[src/rtl/gcd_lcm_stage.sv]
// LCM stage behind the GCD core: lcm = (a*b)/gcd via one multiply edge and a restoring divider.
// Define LCM_STAGE_INBUF_EN to add a one-entry operand buffer that accepts a new set while busy.
`timescale 1ns/1ps

module gcd_lcm_stage #(
    parameter int WIDTH = 8
) (
    input  logic               clk,
    input  logic               reset,
    input  logic               in_valid,
    output logic               in_ready,
    input  logic [WIDTH-1:0]   in_a,
    input  logic [WIDTH-1:0]   in_b,
    input  logic [WIDTH-1:0]   in_gcd,
    output logic               out_valid,
    input  logic               out_ready,
    output logic [2*WIDTH-1:0] lcm,
    output logic               zero_err,
    output logic               busy
);

    localparam int PW = 2 * WIDTH;
    localparam int CW = $clog2(PW);

    typedef enum logic [1:0] {
        IDLE,
        MUL,
        DIV,
        DONE
    } state_t;

    state_t            state;
    logic [WIDTH-1:0]  a_r;
    logic [WIDTH-1:0]  b_r;
    logic [WIDTH-1:0]  g_r;
    logic [WIDTH-1:0]  rem;
    logic [PW-1:0]     prod;
    logic [CW-1:0]     cnt;

    logic [WIDTH:0]    rem_shift;
    logic [WIDTH-1:0]  rem_sub;
    logic [WIDTH-1:0]  rem_next;
    logic              q_bit;
    logic              accept;
    logic              handshake;

`ifdef LCM_STAGE_INBUF_EN
    logic              buf_full;
    logic [WIDTH-1:0]  buf_a;
    logic [WIDTH-1:0]  buf_b;
    logic [WIDTH-1:0]  buf_g;

    assign in_ready = (state == IDLE) || !buf_full;
`else
    assign in_ready = (state == IDLE);
`endif

    assign accept    = in_valid && in_ready;
    assign handshake = (state == DONE) && out_valid && out_ready;

    // The remainder is always below g, so the subtraction fits in WIDTH bits
    // whenever it is taken; the shifted-in top bit only matters for the compare.
    always_comb begin
        rem_shift = {rem, prod[PW-1]};
        q_bit     = (rem_shift >= {1'b0, g_r});
        rem_sub   = rem_shift[WIDTH-1:0] - g_r;
        rem_next  = q_bit ? rem_sub : rem_shift[WIDTH-1:0];
    end

    always_ff @(posedge clk or negedge reset) begin
        if (!reset) begin
            state     <= IDLE;
            a_r       <= '0;
            b_r       <= '0;
            g_r       <= '0;
            rem       <= '0;
            prod      <= '0;
            cnt       <= '0;
            lcm       <= '0;
            zero_err  <= 1'b0;
            out_valid <= 1'b0;
            busy      <= 1'b0;
`ifdef LCM_STAGE_INBUF_EN
            buf_full  <= 1'b0;
            buf_a     <= '0;
            buf_b     <= '0;
            buf_g     <= '0;
`endif
        end else begin
            case (state)
                IDLE: begin
                    if (accept) begin
                        a_r   <= in_a;
                        b_r   <= in_b;
                        g_r   <= in_gcd;
                        state <= MUL;
                        busy  <= 1'b1;
                    end
                end

                MUL: begin
                    prod <= PW'(a_r) * PW'(b_r);
                    rem  <= '0;
                    cnt  <= CW'(PW - 1);
                    if (g_r == '0) begin
                        lcm      <= '0;
                        zero_err <= 1'b1;
                        state    <= DONE;
                    end else begin
                        zero_err <= 1'b0;
                        state    <= DIV;
                    end
                end

                // Dividend bits leave prod at the top while quotient bits enter at the bottom.
                DIV: begin
                    rem  <= rem_next;
                    prod <= {prod[PW-2:0], q_bit};
                    cnt  <= cnt - 1'b1;
                    if (cnt == '0) begin
                        lcm   <= {prod[PW-2:0], q_bit};
                        state <= DONE;
                    end
                end

                DONE: begin
                    if (!out_valid) begin
                        out_valid <= 1'b1;
                    end else if (out_ready) begin
                        out_valid <= 1'b0;
`ifdef LCM_STAGE_INBUF_EN
                        if (buf_full) begin
                            a_r      <= buf_a;
                            b_r      <= buf_b;
                            g_r      <= buf_g;
                            buf_full <= 1'b0;
                            state    <= MUL;
                        end else if (accept) begin
                            a_r   <= in_a;
                            b_r   <= in_b;
                            g_r   <= in_gcd;
                            state <= MUL;
                        end else begin
                            state <= IDLE;
                            busy  <= 1'b0;
                        end
`else
                        state <= IDLE;
                        busy  <= 1'b0;
`endif
                    end
                end

                default: state <= IDLE;
            endcase

`ifdef LCM_STAGE_INBUF_EN
            // A set arriving while busy parks in the buffer unless the handshake frees the datapath now.
            if (accept && (state != IDLE) && !(handshake && !buf_full)) begin
                buf_a    <= in_a;
                buf_b    <= in_b;
                buf_g    <= in_gcd;
                buf_full <= 1'b1;
            end
`endif
        end
    end

endmodule

[config.mk]
export PLATFORM = sky130hd
export DESIGN_NAME = gcd_lcm_stage
export DESIGN_NICKNAME = d
export VERILOG_FILES = /design/src/rtl/gcd_lcm_stage.sv
export SDC_FILE = /design/constraint.sdc
export NUM_CORES = 1
export LEC_CHECK = 0
export BUFFER_PORTS_ARGS = -buffer_cell sky130_fd_sc_hd__buf_4
export CORE_MARGIN = 4
export CORE_UTILIZATION = 63
export CTS_CLUSTER_SIZE = 8
export DETAILED_ROUTE_END_ITERATION = 7
export GPL_TIMING_DRIVEN = 1
export PLACE_DENSITY_LB_ADDON = 0.2
export SETUP_SLACK_MARGIN = 0.05
export SLEW_MARGIN = 20
export SYNTH_ARGS = -nofsm -noshare
export SYNTH_HDL_FRONTEND = slang
export SYNTH_SLANG_ARGS = --single-unit
[constraint.sdc]
create_clock -name clk -period 6.2 [get_ports clk]
set_input_delay 0.93 -clock clk [delete_from_list [all_inputs] [get_ports clk]]
set_output_delay 0.93 -clock clk [all_outputs]
set_load 0.02 [all_outputs]
# [Word level (Yosys, flattened, before mapping)]
# Index checks and enable logic that the tools add are counted.
[totals] regBits=73 out_inout_bits=20
[op_classes] n_mux=20 addsub=2 n_mul=1 n_reduce_logical=10 n_lt_le_gt_ge=1 eq_ne=8
[ops] operator="case mux 16 bit (2 select lines)" n=2
[ops] operator="two-way mux 16 bit" n=2
[ops] operator="multiplier 8 x 8 -> 16 bit" n=1
[ops] operator="case mux 8 bit (2 select lines)" n=1
[ops] operator="greater-or-equal comparator 9 x 8 -> 1 bit" n=1
[ops] operator="logical NOT 8 bit" n=1
[ops] operator="two-way mux 2 bit" n=4
[ops] operator="two-way mux 8 bit" n=1
[ops] operator="!= test 2 bit (second input constant)" n=4
[ops] operator="case mux 2 bit (4 select lines)" n=1
[ops] operator="case mux 4 bit (2 select lines)" n=1
[ops] operator="AND reduction 4 bit" n=2
[ops] operator="subtractor 8 bit" n=1
[ops] operator="two-way mux 1 bit" n=7
[ops] operator="equality test 2 bit (second input constant)" n=2
[ops] operator="logical NOT 4 bit" n=1
[ops] operator="nonzero test 2 bit" n=2
[ops] operator="subtractor 4 x 1 -> 4 bit (second input constant)" n=1
[ops] operator="AND reduction 3 bit" n=1
[ops] operator="equality test 2 x 1 -> 1 bit (second input constant)" n=1
[ops] operator="logical NOT 2 bit" n=1
[ops] operator="!= test 2 x 1 -> 1 bit (second input constant)" n=1
[ops] operator="case mux 1 bit (2 select lines)" n=1
[ops] operator="AND reduction 2 bit" n=1
[ops] operator="logical AND 1 bit" n=1

# [Logic depth before layout (Yosys ltp)]
[logic_depth] depth_word=4 mapped_depth=16 ltp_nobuf=16

# [Least setup slack after synthesis]
# Ideal clock, no wire load.
[synth_timing] path_type="reg2reg" from="reg a_r[2]" to="reg prod[12]" stages_incl_launch_ff=15 setup_slack_ps=2145 setup_time_ps=127 t_arrival_ps=3929 period_less_slack_ps=4055 path_cell_list="dfrtp_1 > and2_1 > fa_1 > fa_1 > fa_1 > inv_1 > fa_1 > inv_1 > ha_1 > a21oi_1 > inv_1 > or3_1 > o22ai_1 > xor2_1 > o21ai_1"
[synth_between] elab_chain_len=2
[synth_rtl] item="from (decl)" line_no="33" rtl="logic [WIDTH-1:0] a_r;"
[synth_rtl] item="from (signal assigned)" line_no="93" rtl="a_r <= in_a;"
[synth_rtl] item="multiplier 8 x 8 -> 16 bit" line_no="102" rtl="prod <= PW'(a_r) * PW'(b_r);"
[synth_rtl] item="case mux 16 bit (2 select lines)" line_no="90" rtl="case (state)"
[synth_rtl] item="to (signal assigned)" line_no="102"
[synth_rtl] item="to (signal assigned)" line_no="118" rtl="prod <= {prod[PW-2:0], q_bit};"
[synth_rtl] item="to (decl)" line_no="37" rtl="logic [PW-1:0] prod;"
# No other way between the ends.
# A chain may end at the register's enable or synchronous reset.

# [Worst setup path in the final report]
[layout_timing] from="reg a_r[0]" to="reg prod[15]"
# Same word-level chain as after synthesis.

==> metrics <==
Setup Skew=roughly 0.01 ns; crit path max fanout=9; All-Layer GR Usage=a little under a quarter; final hold viol count=0; Multi-input gate area=between 3000 and 4000 um^2; WL met3=slightly below 500 um; slew margin rel.=between 20% and 30%; crit path max-delay cell type=fa_1; Reg area=around 1800 um^2; startpoint types=register; Layout area overhead=12.00%; Max Slew Vio Count=0; Die W=101.9 um; largest net degree at the start of global routing=74; met2 wire length=5211 um; nets=around 730; setup bufs post-CTS=0; WL final=11010 um; Post-Syn Area=5558 um^2; RSZ-0062 raised after global routing=no; wl on met1=between 5000 and 6000 um; CP arrival=~4.6 ns; DRT Pass-1 Iters=4; Ant. Diodes=0; post-synthesis sequential area ratio=between 30% and 40%; initial DRC count=173; GRT Residual Overflow=0; Final min period=around 4.4 ns; clk sinks=73; Placer Congestion=between 0.8 and 0.9; post-CTS sizing=0; MaxCap Viol Count=0; DR DRC count=0; Clock Pin Slew Worst Setup and Hold Paths=approximately 0.08 ns; DRT antenna net count=0; setup_tns=0 ns; Mean Syn Cell Area=around 10 um^2; Hold Buf Count CTS=0; Highest Signal Layer=met4; # setup viols final=0; Initial Util=64.36%; count of different cell masters after synthesis=51; R2R Setup Slk=around 1.8 ns; crit path kind=reg -> reg; largest delay contributor family on the critical path=adder cells; Ports=48; WP buf/inv=3; CP peak stage delay=approximately 0.54 ns; share of cells above drive strength 1=about an eighth; worst-margin pin slew=roughly 1.1 ns; vias in the first global route=4110; IO Port Bufs=47; CP cell instances=nand2_1 > fa_1 > fa_1 > inv_1 > fa_1 > inv_1 > fa_1 > inv_1 > ha_1 > o21a_1 > o31a_1 > nor4_2 > o21ai_1 > xnor2_1 > o221ai_1; cell mode on critical path=fa_1; Yosys warnings=0; Final period util=between 70 and 80%; htree depth=3; core area=around 8600 um^2; worst skew pair latency=0.35 ns; data required time at the worst endpoint=around 6.4 ns; fillers=about 640; Hold WC Path Type=reg -> reg; most frequent cells in the layout=inv_1 (83), dfrtp_1 (73), and2_1 (51), buf_4 (50), ha_1 (49); CTS tree=yes; vias per std cell=between 5 and 6; Site Rows=34; Die ar.=~10000 um^2; CTS Buf Count=9; Syn Inst Count=570; Avg WL per Cell=~15 um; first-pass GRT wire length=around 19000 um; Root Driver=clkbuf_8; Async S/R FF share, synth=100.0%; critical path endpoint category=register; commonest non-fill, non-tap cell in the layout=inv_1; initial antenna violation count=0; status=completed; Die Ht=101.9 um; ys flop type=dfrtp_1; clk buf depth=2; Synth Register Bits=73; DP HPWL=approximately 8500 um; Post-synth EDFFs=0; Syn Nets=around 680; detailed-route via count=between 4k and 5k; max frequency=228.4 MHz
[through the flow]
stage	area, um^2	worst slack [ns]	cells	utilization, %	hold slack (ns)
floorplan	5558	2.145	570	-	0.4872
global placement	5997	2.003	712	69.44	0.5000
detailed placement	5997	1.846	712	69.44	0.5085
CTS	6225	1.838	728	72.08	0.5194
global route	6225	1.650	728	72.08	0.5422
finish	6225	1.821	728	72.08	0.5234
[path summary, 6_finish.rpt]
kind,depth (start not counted),end,start
setup / recovery,15,prod[15],a_r[0]
hold / removal,2,zero_err,zero_err
setup reg to reg,15,prod[15],a_r[0]
hold reg to reg,2,zero_err,zero_err
max in group asynchronous,1,lcm[12],reset
min in group asynchronous,1,busy,reset
[layer usage]
layer | vias to the layer above | global-route usage (%)
met5 | - | 0
met4 | 0 | 6.357
met3 | 16 | 3.891
met2 | 83 | 37.73
met1 | 1930 | 33.44
li1 | 1984 | -
[cell type report]
class,instances,share of cell area (%)
Clock inverter,6,1.447
Clock buffer,10,2.211
Timing Repair Buffer,50,6.030
Inverter,85,5.126
Sequential cell,73,29.35
Multi-Input combinational cell,396,53.67
Tap cell,108,2.171
[logic make-up after synthesis]
| kind of cell | after synthesis | share of synthesized area [%] |
|---|---|---|
| XOR/XNOR | 15 | 2.364 |
| flip-flops | 73 | 32.87 |
| multiplexers | 36 | 7.227 |
| buffers and inverters | 101 | 7.024 |
| adder cells (fa/ha/maj) | 86 | 24.36 |
| AND/OR/NAND/NOR | 154 | 14.54 |
| AO/OA/AOI/OAI | 105 | 11.62 |
[registers in the layout, summed over array words and instances, names as in the netlist]
name       cells
g_r            8
busy           1
state          2
lcm           16
zero_err       1
a_r            8
prod          16
b_r            8
cnt            4
out_valid      1
rem            8
[worst min-delay path, stage by stage, from the launching register on]
cell and delay, ns:
dfrtp_1 0.39, inv_1 0.06, o21ai_1 0.05
[Yosys cell counts (8+ instances only)]
cell type | n | area [um^2]
dfrtp_1 | 73 | 1827
nor2b_1 | 8 | 50.05
mux2i_1 | 9 | 90.09
nor2_1 | 22 | 82.58
nand2b_1 | 8 | 50.05
fa_1 | 37 | 740.7
nand3_1 | 21 | 105.1
clkbuf_1 | 9 | 33.78
inv_1 | 83 | 311.6
and2_1 | 51 | 319.1
xor2_1 | 10 | 87.58
ha_1 | 49 | 613.1
nand2_1 | 31 | 116.4
o21ai_0 | 11 | 55.05
mux2_1 | 24 | 270.3
o21ai_1 | 30 | 150.1
a21oi_1 | 22 | 110.1
Power is not shown: default switching activity piles up to over one toggle a cycle in this logic, so the estimate is an artifact.
